<file path="src/rtl/handshake_constant_burst.sv">
// Turns each accepted ctrl token into REPEAT registered beats of CONST_VALUE, tagged 0..REPEAT-1.
// Define HANDSHAKE_CONSTANT_BURST_LAST_EN to add the registered outs_last marker on the final beat.
module handshake_constant_burst #(
  parameter int unsigned           DATA_WIDTH  = 32,
  parameter logic [DATA_WIDTH-1:0] CONST_VALUE = '0,
  parameter int unsigned           REPEAT      = 1,
  parameter int unsigned           IDX_WIDTH   = 16
) (
  input  logic                  clk,
  input  logic                  rst,
  input  logic                  ctrl_valid,
  output logic                  ctrl_ready,
  output logic [DATA_WIDTH-1:0] outs,
  output logic [IDX_WIDTH-1:0]  outs_idx,
  output logic                  outs_valid,
`ifdef HANDSHAKE_CONSTANT_BURST_LAST_EN
  output logic                  outs_last,
`endif
  input  logic                  outs_ready
);

  if (REPEAT < 1 || REPEAT > 65535) begin : g_bad_repeat
    $error("handshake_constant_burst: REPEAT must be in 1..65535");
  end
  if (IDX_WIDTH < 1 || (IDX_WIDTH < 17 && (32'd1 << IDX_WIDTH) < REPEAT)) begin : g_bad_idx_width
    $error("handshake_constant_burst: IDX_WIDTH too narrow for REPEAT");
  end

  localparam logic [IDX_WIDTH-1:0] LAST_IDX = IDX_WIDTH'(REPEAT - 1);

  typedef enum logic {
    IDLE,
    EMIT
  } state_t;

  state_t               r_state;
  logic [IDX_WIDTH-1:0] r_idx;
  logic                 w_valid;
  logic                 w_at_last;
  logic                 w_ctrl_fire;
  logic                 w_outs_fire;

  assign w_valid     = (r_state == EMIT);
  assign w_at_last   = (r_idx == LAST_IDX);
  // Gating with rst keeps ctrl_ready low (and X-free) for the whole reset window.
  assign ctrl_ready  = rst & (~w_valid | (outs_ready & w_at_last));
  assign w_ctrl_fire = ctrl_valid & ctrl_ready;
  assign w_outs_fire = w_valid & outs_ready;

  assign outs_valid  = w_valid;
  assign outs        = w_valid ? CONST_VALUE : '0;
  assign outs_idx    = r_idx;

`ifdef HANDSHAKE_CONSTANT_BURST_LAST_EN
  logic r_last;
  assign outs_last = r_last;
`endif

  always_ff @(posedge clk or negedge rst) begin
    if (!rst) begin
      r_state <= IDLE;
      r_idx   <= '0;
`ifdef HANDSHAKE_CONSTANT_BURST_LAST_EN
      r_last  <= 1'b0;
`endif
    end else begin
      case (r_state)
        IDLE: begin
          if (w_ctrl_fire) begin
            r_state <= EMIT;
            r_idx   <= '0;
`ifdef HANDSHAKE_CONSTANT_BURST_LAST_EN
            r_last  <= (LAST_IDX == '0);
`endif
          end
        end
        EMIT: begin
          if (w_outs_fire) begin
            if (w_at_last) begin
              r_idx <= '0;
              // A token waiting on the last beat restarts the burst with no bubble.
              if (w_ctrl_fire) begin
`ifdef HANDSHAKE_CONSTANT_BURST_LAST_EN
                r_last  <= (LAST_IDX == '0);
`endif
              end else begin
                r_state <= IDLE;
`ifdef HANDSHAKE_CONSTANT_BURST_LAST_EN
                r_last  <= 1'b0;
`endif
              end
            end else begin
              r_idx  <= r_idx + 1'b1;
`ifdef HANDSHAKE_CONSTANT_BURST_LAST_EN
              r_last <= ((r_idx + 1'b1) == LAST_IDX);
`endif
            end
          end
        end
        default: begin
          r_state <= IDLE;
          r_idx   <= '0;
        end
      endcase
    end
  end

endmodule
</file>
<file path="config.mk">
export PLATFORM = sky130hd
export DESIGN_NAME = handshake_constant_burst
export DESIGN_NICKNAME = d
export VERILOG_FILES = /design/src/rtl/handshake_constant_burst.sv
export SDC_FILE = /design/constraint.sdc
export NUM_CORES = 1
export LEC_CHECK = 0
export CAP_MARGIN = 20
export CORE_MARGIN = 4
export CORE_UTILIZATION = 25
export CTS_BUF_LIST = sky130_fd_sc_hd__clkbuf_4 sky130_fd_sc_hd__clkbuf_8 sky130_fd_sc_hd__clkbuf_16
export DETAILED_ROUTE_END_ITERATION = 6
export PLACE_DENSITY_LB_ADDON = 0.25
export SLEW_MARGIN = 20
export SYNTH_ARGS = -nofsm -noshare
export SYNTH_HDL_FRONTEND = slang
export SYNTH_SLANG_ARGS = --single-unit
</file>
<file path="constraint.sdc">
create_clock -name clk -period 3.46 [get_ports clk]
set_input_delay 0.692 -clock clk [delete_from_list [all_inputs] [get_ports clk]]
set_output_delay 0.692 -clock clk [all_outputs]
set_load 0.005 [all_outputs]
</file>
# --- Word-level counts from Yosys, hierarchy flattened ---
# Index checks and enable logic that the tools add are counted.
op_classes:
  n_bitwise: 6
  n_reduce_logical: 2
  n_mux: 8
  n_addsub: 1
  eq_ne: 2
ops:
  columns: ["cell", "count"]
  rows:
  - ["2-to-1 mux 16 bit", 3]
  - ["case mux 16 bit (2 select lines)", 1]
  - ["adder 16 x 1 -> 16 bit (second input constant)", 1]
  - ["logical NOT 16 bit", 1]
  - ["bitwise AND 1 bit", 4]
  - ["2-to-1 mux 1 bit", 3]
  - ["inequality test 2 x 1 -> 1 bit (second input constant)", 1]
  - ["inequality test 2 bit (second input constant)", 1]
  - ["case mux 1 bit (2 select lines)", 1]
  - ["AND reduction 2 bit", 1]
  - ["NOT 1 bit", 1]
  - ["OR 1 bit", 1]
word_totals:
  in_bits: 4
  ff_bits: 17
  word_cells: 21
  output_inout_bits: 50

# --- Longest topological paths before layout ---
# Gate-level depths: netlist (run 1).
logic_depth:
  depth_word: 9
  mapped_depth: 7
  depth_no_buf: 6

# --- Worst setup path after synthesis (run 1) ---
# No wires, ideal clock.
synth_timing:
  kind: "register -> output"
  from: "register r_idx[0] (netlist: outs_idx[0])"
  to: "output ctrl_ready"
  path_stages_with_launch: 7
  setup_slack_ns: 1.308
  required_time_ns: 2.768
  t_arrival_ns: 1.460
  path_buffers: 0
  cell_sequence: "dfrtp_1 > inv_1 > ha_1 > nor3b_1 > a41oi_1 > a21oi_1 > and2_1"
synth_via:
  elab_chain_len: 4
synth_rtl:
  columns: ["element", "line", "source"]
  rows:
  - ["start: declaration", "37", "logic [IDX_WIDTH-1:0] r_idx;"]
  - ["start signal: assignment", "93", "r_idx <= r_idx + 1'b1;"]
  - ["logical NOT 16 bit", "44", "assign w_at_last = (r_idx == LAST_IDX);"]
  - ["bitwise AND 1 bit", "46", "assign ctrl_ready = rst & (~w_valid | (outs_ready & w_at_last));"]
  - ["OR 1 bit", "46", null]
  - ["bitwise AND 1 bit", "46", null]
  - ["end: declaration", "12", "output logic ctrl_ready,"]
# Every way passes these cells.

# --- Worst setup path in the final report (run 1) ---
# Ends and elaborated chain as after synthesis.

==> impl_metrics.csv, run 1 <==
group,metric,value,unit
clocking,cts_setup_buffers,0,
clocking,cts_buffers,3,
global_routing,grt_usage,0.0972,
clocking,clkLatencyLatePin,250,ps
global_routing,grt_pass1_vias,891,
sta,hold_viol_final,0,
route,ant_nets,0,
global_routing,grt_max_degree,19,
floorplan,die_w,80.6,um
route,wl_per_cell,12.8,um
floorplan,fp-row-count,26,
route,wl_met1,1.40,mm
floorplan,io_pins,54,
route,dr_wl_met2,1.46,mm
critical_path,cp-end-kind,"output port",
critical_path,cp-start-kind,"flip-flop",
route,drc,0,
floorplan,die_area,0.00650,mm2
route,wirelength,3.06,mm
clocking,root_buffer,"clkbuf_8",
route,met3WireLength,175,um
logic_synthesis,synth.avg_cell_area,8.97,um2
critical_path,crit_type,"reg2out",
global_routing,grt_overflow,0,
global_routing,grt_pass1_wl,4.77,mm
pwr,p_leak,0.000641,uW
sta,maxSlewViolCount,0,
clocking,cts_resized,0,
critical_path,critPathMaxFanout,6,
job,max_cap_viol_count,0,
sta,setup_viol,0,
worst_hold_path,hold_path.class,"reg2reg",
place,place_congestion,0.714,
sta,tightest_slew,592,ps
logic_synthesis,synthFlopType,"dfrtp_1",
run_status,outcome,"finished clean",
floorplan,core_area,0.00511,mm2
floorplan,fp.dieH,80.6,um
sta,fin_skew,1.43,ps
sta,period_share,0.883,
clocking,hold_buffers,0,
logic_synthesis,yosys_warnings,0,
sta,period_needed,3060,ps
route,dr.pass1.iters,4,
layout,antennaDiodeCount,0,
clocking,cts.sinks,17,
sta,whs,566,ps
pwr,cellPowerDensity,434,mW/mm2
route,num_vias,1058,
clocking,clock_path_buffers,2,
clocking,clk_pin_slew_worst_paths,70,ps
critical_path,r2r_setup_slack,1470,ps
place,hpwl,2.33,mm
layout,final_util,0.296,
critical_path,cp.required,2770,ps
clocking,cts.htree.levels,1,
global_routing,antenna_found_initial,0,
route,routed.top_layer,"met4",
logic_synthesis,synth_cell_type_count,32,
sta,max_slew_margin,0.605,
route,drt_iter0_drc,114,
layout,drive_above_1_share,0.0947,
layout,fill_cells,556,
layout,multiInputGateArea,694,um2
layout,fin_nets,176,
sta,max_freq,327,MHz
floorplan,initial_core_util,0.258,
layout,seq_area,425,um2
place,port_buffers,21,
clocking,cts_tree,"built",
logic_synthesis,synth_edf_count,0,
logic_synthesis,ys_seq_elements,17,
logic_synthesis,synth_area,0.00132,mm2
logic_synthesis,syn_inst,147,
pwr,ir_worst_vdd,0.140,mV
sta,finalSetupTns,0,ps
layout,syn_to_final_growth,14.6,%
route,vias_per_cell,4.43,
logic_synthesis,yosysSeqAreaShare,0.323,
logic_synthesis,async_flop_share,1.00,
critical_path,critPathArrivalTime,2360,ps
sta,rsz0062_at_grt,"no",
==> cells by family (layout without fill, tap and decap cells) <==
| logic type | Yosys count | in the layout | synth area share |
|---|---|---|---|
| muxes | 1 | 1 | 0.00759 |
| AOI/OAI and AO/OA | 40 | 40 | 0.200 |
| and+or+nand+nor | 43 | 43 | 0.209 |
| other | 1 | 32 | 0.00284 |
| buffers and inverters | 43 | 34 | 0.239 |
| adders and majority gates | 2 | 2 | 0.0190 |
| DFF | 17 | 17 | 0.323 |
==> cells in the final DEF, fill, tap and decap left out <==
cell type,instances
a21oi_1,10
a31oi_1,9
dfrtp_1,17
and2_1,2
mux2i_1,1
nor4_4,2
o21ai_1,2
ha_1,2
and3_1,3
and4_2,2
and3_2,1
a32oi_1,1
and4_1,2
nand4_1,5
o21a_1,1
o211ai_1,3
clkbuf_4,1
nand2b_1,2
clkdlybuf4s50_1,21
buf_4,3
nor3b_1,1
conb_1,32
nand2_1,13
nor4_2,1
a21bo_2,1
a41oi_1,2
inv_1,6
o21ai_0,8
nor4_1,1
nor2_1,2
clkbuf_8,3
a41oi_2,2
o31a_1,1
nand3_1,6
==> critical path, cell delays in order, from the launching register on <==
cell,delay (ps)
dfrtp_1,410
inv_1,100
ha_1,140
nor3b_1,280
a41oi_1,310
a21oi_1,230
and2_1,150
clkdlybuf4s50_1,500
==> final timing paths <==
kind,start,end,cells after the start
max reg2reg,outs_idx[0]$_DFFE_PN0P_,outs_idx[7]$_DFFE_PN0P_,7
min reg2reg,outs_idx[13]$_DFFE_PN0P_,outs_idx[13]$_DFFE_PN0P_,1
min,outs_idx[13]$_DFFE_PN0P_,outs_idx[13]$_DFFE_PN0P_,1
min in group asynchronous,rst,outs_idx[2]$_DFFE_PN0P_,2
max,outs_idx[0]$_DFFE_PN0P_,ctrl_ready,7
max in group asynchronous,rst,outs_idx[15]$_DFFE_PN0P_,2
==> layout make-up <==
| cell class | count | area share |
|---|---|---|
| clock buffers | 4 | 0.0323 |
| multi-input cells | 118 | 0.459 |
| repair buffers | 24 | 0.154 |
| well taps | 70 | 0.0579 |
| inverters | 6 | 0.0149 |
| flip-flops and latches | 17 | 0.281 |
==> synth_stat cells, types with 2 or more instances <==
cell | count | share of area
nor4_4 | 2 | 0.032
and3_1 | 3 | 0.014
and4_1 | 2 | 0.013
nand2_1 | 13 | 0.037
nand3_1 | 6 | 0.023
and4_2 | 2 | 0.015
nor2_1 | 2 | 0.0057
nand4_1 | 5 | 0.024
a31oi_1 | 9 | 0.043
inv_1 | 6 | 0.017
buf_6 | 4 | 0.034
o21ai_0 | 8 | 0.030
ha_1 | 2 | 0.019
a41oi_2 | 2 | 0.025
o21ai_1 | 2 | 0.0076
nand2b_1 | 2 | 0.0095
and2_1 | 2 | 0.0095
o211ai_1 | 3 | 0.017
buf_4 | 33 | 0.19
a21oi_1 | 10 | 0.038
a41oi_1 | 2 | 0.013
dfrtp_1 | 17 | 0.32
==> registers in the layout (all words and copies together) (netlist names) <==
name,count
outs_valid,1
outs_idx,16
==> per-stage QoR <==
stage	instances	power, uW	area (um2)	setup slack, ps
finish	239	657	1510	404
detailed placement	235	504	1460	674
floorplan	178	433	1440	1310
global route	239	710	1510	228
CTS	239	667	1510	376
global placement	235	509	1460	703
==> routing by layer <==
metal,GRT usage,up-vias
met5,0,-
met3,0.0213,2
li1,-,521
met1,0.131,508
met4,0.0405,0
met2,0.149,27
==> power by group <==
group | switching (uW) | internal [uW] | total (uW)
logic | 142 | 109 | 251
registers | 29.6 | 218 | 247
clock network | 68.8 | 89.5 | 158
total | 240 | 417 | 657
Power figures use the tool's default switching activity.
==> inputs of run 2 (changes only) <==
CORE_UTILIZATION = 46   (was 25)
HOLD_SLACK_MARGIN = 0.1   (was unset)
==> run 2 against run 1 <==
  * First-iteration DRC count is 68% lower
  * Critical path type unchanged
  * Largest cell class unchanged
  * Clock skew is 2.7 ps higher
  * Combinational power is 2% lower
  * Critical endpoint unchanged
  * Register-to-register slack worse by 110 ps
==> impl_metrics.csv, run 2 (same netlist as run 1, synthesis figures left out) <==
group,metric,value,unit
route,ant_nets,0,
global_routing,grt_max_degree,19,
clocking,clk_pin_slew_worst_paths,100,ps
layout,antennaDiodeCount,0,
sta,max_freq,317,MHz
clocking,cts_buffers,3,
worst_hold_path,hold_path.class,"reg2reg",
pwr,cell_internal_pwr,375,uW
layout,mostFrequentLayoutCell,"conb_1",
floorplan,die_area,0.00379,mm2
critical_path,critPathArrivalTime,2460,ps
global_routing,grt_overflow,0,
route,wl_per_cell,14.3,um
route,drt_iter0_drc,37,
route,wirelength,2.84,mm
layout,final_util,0.521,
clocking,clock_path_buffers,2,
pwr,cellPowerDensity,422,mW/mm2
pwr,p_seq_frac,0.405,
run_status,outcome,"finished clean",
pwr,netSwitchingFraction,0.381,
clocking,cts.sinks,17,
layout,syn_to_final_growth,8.92,%
pwr,share_comb_of_total_power,0.404,
critical_path,cp.required,2770,ps
global_routing,grt_usage,0.156,
floorplan,fp.dieH,61.5,um
clocking,clkLatencyLatePin,290,ps
sta,rsz0062_at_grt,"no",
layout,fin_nets,175,
place,pre_cts_ws,642,ps
sta,maxSlewViolCount,0,
critical_path,crit_type,"reg2out",
sta,worst_slack,304,ps
pwr,clock_power_share,0.191,
layout,largest_reg_flops,16,
sta,tightest_slew,758,ps
sta,fin_skew,4.16,ps
place,dpl_cell_area,0.00141,mm2
sta,max_slew_margin,0.491,
route,num_vias,1068,
clocking,cts_tree,"built",
clocking,hold_buffers,0,
critical_path,cp_slowest_cell,"clkdlybuf4s50_1",
critical_path,max_stage_delay,490,ps
pwr,ir_worst_vdd,0.375,mV
layout,fill_cells,271,
clocking,root_buffer,"clkbuf_4",
sta,period_share,0.912,
floorplan,core_area,0.00276,mm2
place,hpwl,2.19,mm
sta,hold_viol_final,0,
critical_path,cp-start-kind,"flip-flop",
layout,final_area,0.00144,mm2
critical_path,critPathMaxFanout,6,
pwr,power.net_switching,231,uW
clocking,cts.htree.levels,1,
floorplan,io_pins,54,
critical_path,cp-end-kind,"output port",
place,place_congestion,0.878,
pwr,finalPower,606,uW
floorplan,fp-row-count,19,
route,vias_per_cell,5.37,
job,max_cap_viol_count,0,
floorplan,die_w,61.5,um
global_routing,antenna_found_initial,0,
clocking,cts_setup_buffers,0,
place,port_buffers,21,
floorplan,initial_core_util,0.478,
critical_path,crit_path_cell_trace,"inv_1 > ha_1 > nor3b_1 > a41oi_1 > a21oi_1 > and2_1 > clkdlybuf4s50_1",
sta,finalSetupTns,0,ps
route,dr.pass1.iters,4,
global_routing,grt_pass1_wl,4.42,mm
global_routing,grt_pass1_vias,929,
layout,drive_above_1_share,0.0893,
pwr,p_leak,0.000628,uW
route,drc,0,
sta,period_needed,3160,ps
sta,setup_viol,0,
layout,final_cell_mix,"conb_1 (32), clkdlybuf4s50_1 (21), dfrtp_1 (17), nand2_1 (13), a21oi_1 (10)",
clocking,cts_resized,0,
==> run 2: cell count changes in the layout (fill, tap and decap cells not counted), sizes merged <==
cell / change
buf: -1
==> run 2: worst paths after layout <==
check	from	endpoint	slack, ps	cells past startpoint
worst min-delay path	outs_idx[13]$_DFFE_PN0P_	outs_idx[13]$_DFFE_PN0P_	580	1
min in group asynchronous	rst	outs_idx[11]$_DFFE_PN0P_	820	2
worst max-delay path	outs_idx[0]$_DFFE_PN0P_	ctrl_ready	300	7
worst max register to register	outs_idx[0]$_DFFE_PN0P_	outs_idx[14]$_DFFE_PN0P_	1360	7
max in group asynchronous	rst	outs_idx[6]$_DFFE_PN0P_	2450	2
worst min register to register	outs_idx[13]$_DFFE_PN0P_	outs_idx[13]$_DFFE_PN0P_	580	1
==> run 2: power groups by stage <==
stage	combinational (uW)	clock, uW	sequential, uW
6_report	245	116	245
5_1_grt	277	129	252
4_1_cts	245	121	246
3_5_place_dp	243	0	249
3_3_place_gp	239	0	248
2_1_floorplan	186	0	247
==> run 2: final cells by class <==
| class | instances | area, um2 | share of cell area |
|---|---|---|---|
| Multi-Input combinational cell | 118 | 694 | 0.483 |
| Sequential cell | 17 | 425 | 0.296 |
| Timing Repair Buffer | 23 | 225 | 0.157 |
| Tap cell | 31 | 38.8 | 0.0270 |
| Clock buffer | 4 | 30.0 | 0.0209 |
| Inverter | 6 | 22.5 | 0.0157 |
==> run 2: metrics by stage <==
step / hold slack [ps] / cells
after detailed placement: 567 / 195
final: 576 / 199
after floorplan: 396 / 178
after global routing: 604 / 199
after CTS: 582 / 199
after global placement: 541 / 195
==> run 2: worst max-delay path, delay by kind of cell (launching register included) <==
kind,cells,cell delay [ps]
AOI/OAI and AO/OA,2,550
adders and majority gates,1,150
buffers and inverters,2,590
DFF,1,430
and+or+nand+nor,2,440
==> run 2: layer usage <==
metal	wire length [um]	part of all wire	GRT usage
met1	1270	0.44	0.222
met2	1320	0.47	0.230
met3	221	0.078	0.0356
met4	33	0.012	0.0606
met5	0	0	0
==> inputs of run 3 (changes only) <==
CTS_BUF_LIST = sky130_fd_sc_hd__clkbuf_16   (was sky130_fd_sc_hd__clkbuf_4 sky130_fd_sc_hd__clkbuf_8 sky130_fd_sc_hd__clkbuf_16)
==> run 3 against run 2 <==
  * Clock skew hardly changed
  * Critical path depth unchanged
  * Register-to-register slack is essentially flat
  * Die area unchanged
==> impl_metrics.csv, run 3 (same netlist as run 1, synthesis figures left out) <==
group,metric,value,unit
layout,syn_to_final_growth,12.6,%
run_status,outcome,"finished clean",
sta,period_share,0.893,
worst_hold_path,holdPathEnd,"outs_idx[13]$_DFFE_PN0P_",
critical_path,r2r_setup_slack,1370,ps
pwr,p_leak,0.000652,uW
clocking,root_buffer,"clkbuf_16",
sta,tightest_slew,761,ps
sta,max_freq,323,MHz
clocking,clkLatencyLatePin,250,ps
route,num_vias,1074,
global_routing,grt_pass1_vias,936,
critical_path,reg2reg_depth,7,
clocking,cts_resized,0,
layout,antennaDiodeCount,0,
route,wirelength,2.86,mm
route,wl_per_cell,14.4,um
critical_path,crit_type,"reg2out",
critical_path,crit_path_cell_trace,"inv_1 > ha_1 > nor3b_1 > a41oi_1 > a21oi_1 > and2_1 > clkdlybuf4s50_1",
clocking,cts_buffers,3,
sta,period_needed,3090,ps
pwr,finalPower,719,uW
layout,drive_above_1_share,0.0833,
place,dpl_cell_area,0.00141,mm2
clocking,clk_pin_slew_worst_paths,50,ps
floorplan,fp.dieH,61.5,um
clocking,clock_path_buffers,2,
place,place_congestion,0.878,
global_routing,grt_usage,0.155,
critical_path,cp.required,2770,ps
route,drc,0,
critical_path,r2r-start,"outs_idx[0]$_DFFE_PN0P_",
critical_path,cp_slowest_cell,"clkdlybuf4s50_1",
global_routing,grt_pass1_wl,4.42,mm
critical_path,max_stage_delay,490,ps
critical_path,cp-start-kind,"flip-flop",
floorplan,io_pins,54,
layout,largest_reg_flops,16,
floorplan,initial_core_util,0.478,
layout,fin_nets,175,
sta,maxSlewViolCount,0,
clocking,hold_buffers,0,
critical_path,critPathArrivalTime,2400,ps
floorplan,fp-row-count,19,
global_routing,grt_overflow,0,
global_routing,grt_max_degree,19,
clocking,cts_tree,"built",
clocking,cts_setup_buffers,0,
worst_hold_path,hold_depth,1,
clocking,cts.sinks,17,
pwr,ir_worst_vdd,0.447,mV
job,max_cap_viol_count,0,
critical_path,critPathMaxFanout,6,
worst_hold_path,hold_start,"outs_idx[13]$_DFFE_PN0P_",
pwr,cellPowerDensity,484,mW/mm2
floorplan,die_w,61.5,um
sta,fin_skew,4.52,ps
route,dr.pass1.iters,4,
floorplan,die_area,0.00379,mm2
route,vias_per_cell,5.40,
place,port_buffers,21,
floorplan,core_area,0.00276,mm2
critical_path,cp-end-kind,"output port",
sta,rsz0062_at_grt,"no",
clocking,cts.htree.levels,1,
route,drt_iter0_drc,30,
layout,mostFrequentLayoutCell,"conb_1",
place,hpwl,2.19,mm
layout,final_area,0.00149,mm2
sta,hold_viol_final,0,
critical_path,worstReg2RegEnd,"outs_idx[14]$_DFFE_PN0P_",
global_routing,antenna_found_initial,0,
worst_hold_path,hold_path.class,"reg2reg",
sta,max_slew_margin,0.490,
route,ant_nets,0,
sta,setup_viol,0,
sta,finalSetupTns,0,ps
layout,final_cell_mix,"conb_1 (32), clkdlybuf4s50_1 (21), dfrtp_1 (17), nand2_1 (13), a21oi_1 (10)",
-- run 3: final cells by class --
class / count / area [um2]
Tap cell: 31 / 38.8
Clock inverter: 1 / 3.75
Fill cell: 265 / 1270
Clock buffer: 3 / 75.1
Timing Repair Buffer: 23 / 225
Sequential cell: 17 / 425
Multi-Input combinational cell: 118 / 694
Inverter: 6 / 22.5
-- run 3: per-stage QoR --
step / worst slack (ps) / instances / util / hold WS [ps]
floorplan: 1310 / 178 / - / 396
global route: 159 / 199 / 0.539 / 597
detailed placement: 642 / 195 / 0.510 / 567
global placement: 720 / 195 / 0.510 / 541
finish: 369 / 199 / 0.539 / 571
CTS: 357 / 199 / 0.539 / 575
-- run 3: critical path: cells and delay by family, from the launching register on --
kind                     cells  cell delay (ps)
AND/OR/NAND/NOR              2              440
flip-flops                   1              410
buffers and inverters        2              590
adder cells (fa/ha/maj)      1              150
AO/OA/AOI/OAI                2              560
-- run 3: layer usage --
metal	wire, um	track usage
met1	1260	0.218
met2	1360	0.238
met3	232	0.0419
met5	0	0
met4	10	0.0333
-- run 3: how the worst max path moves through the flow --
stage                            start         end  cells past startpoint
2_1_floorplan  outs_idx[0]$_DFFE_PN0P_  ctrl_ready                      6
5_1_grt        outs_idx[0]$_DFFE_PN0P_  ctrl_ready                      7
4_1_cts        outs_idx[0]$_DFFE_PN0P_  ctrl_ready                      7
3_5_place_dp   outs_idx[0]$_DFFE_PN0P_  ctrl_ready                      7
3_3_place_gp   outs_idx[0]$_DFFE_PN0P_  ctrl_ready                      7
6_report       outs_idx[0]$_DFFE_PN0P_  ctrl_ready                      7
-- run 3: power by group --
group / leakage [uW] / switching, uW / internal [uW]
sequential: 0.000234 / 28.3 / 218
clock: 0.0000423 / 74.1 / 153
combinational: 0.000376 / 140 / 105
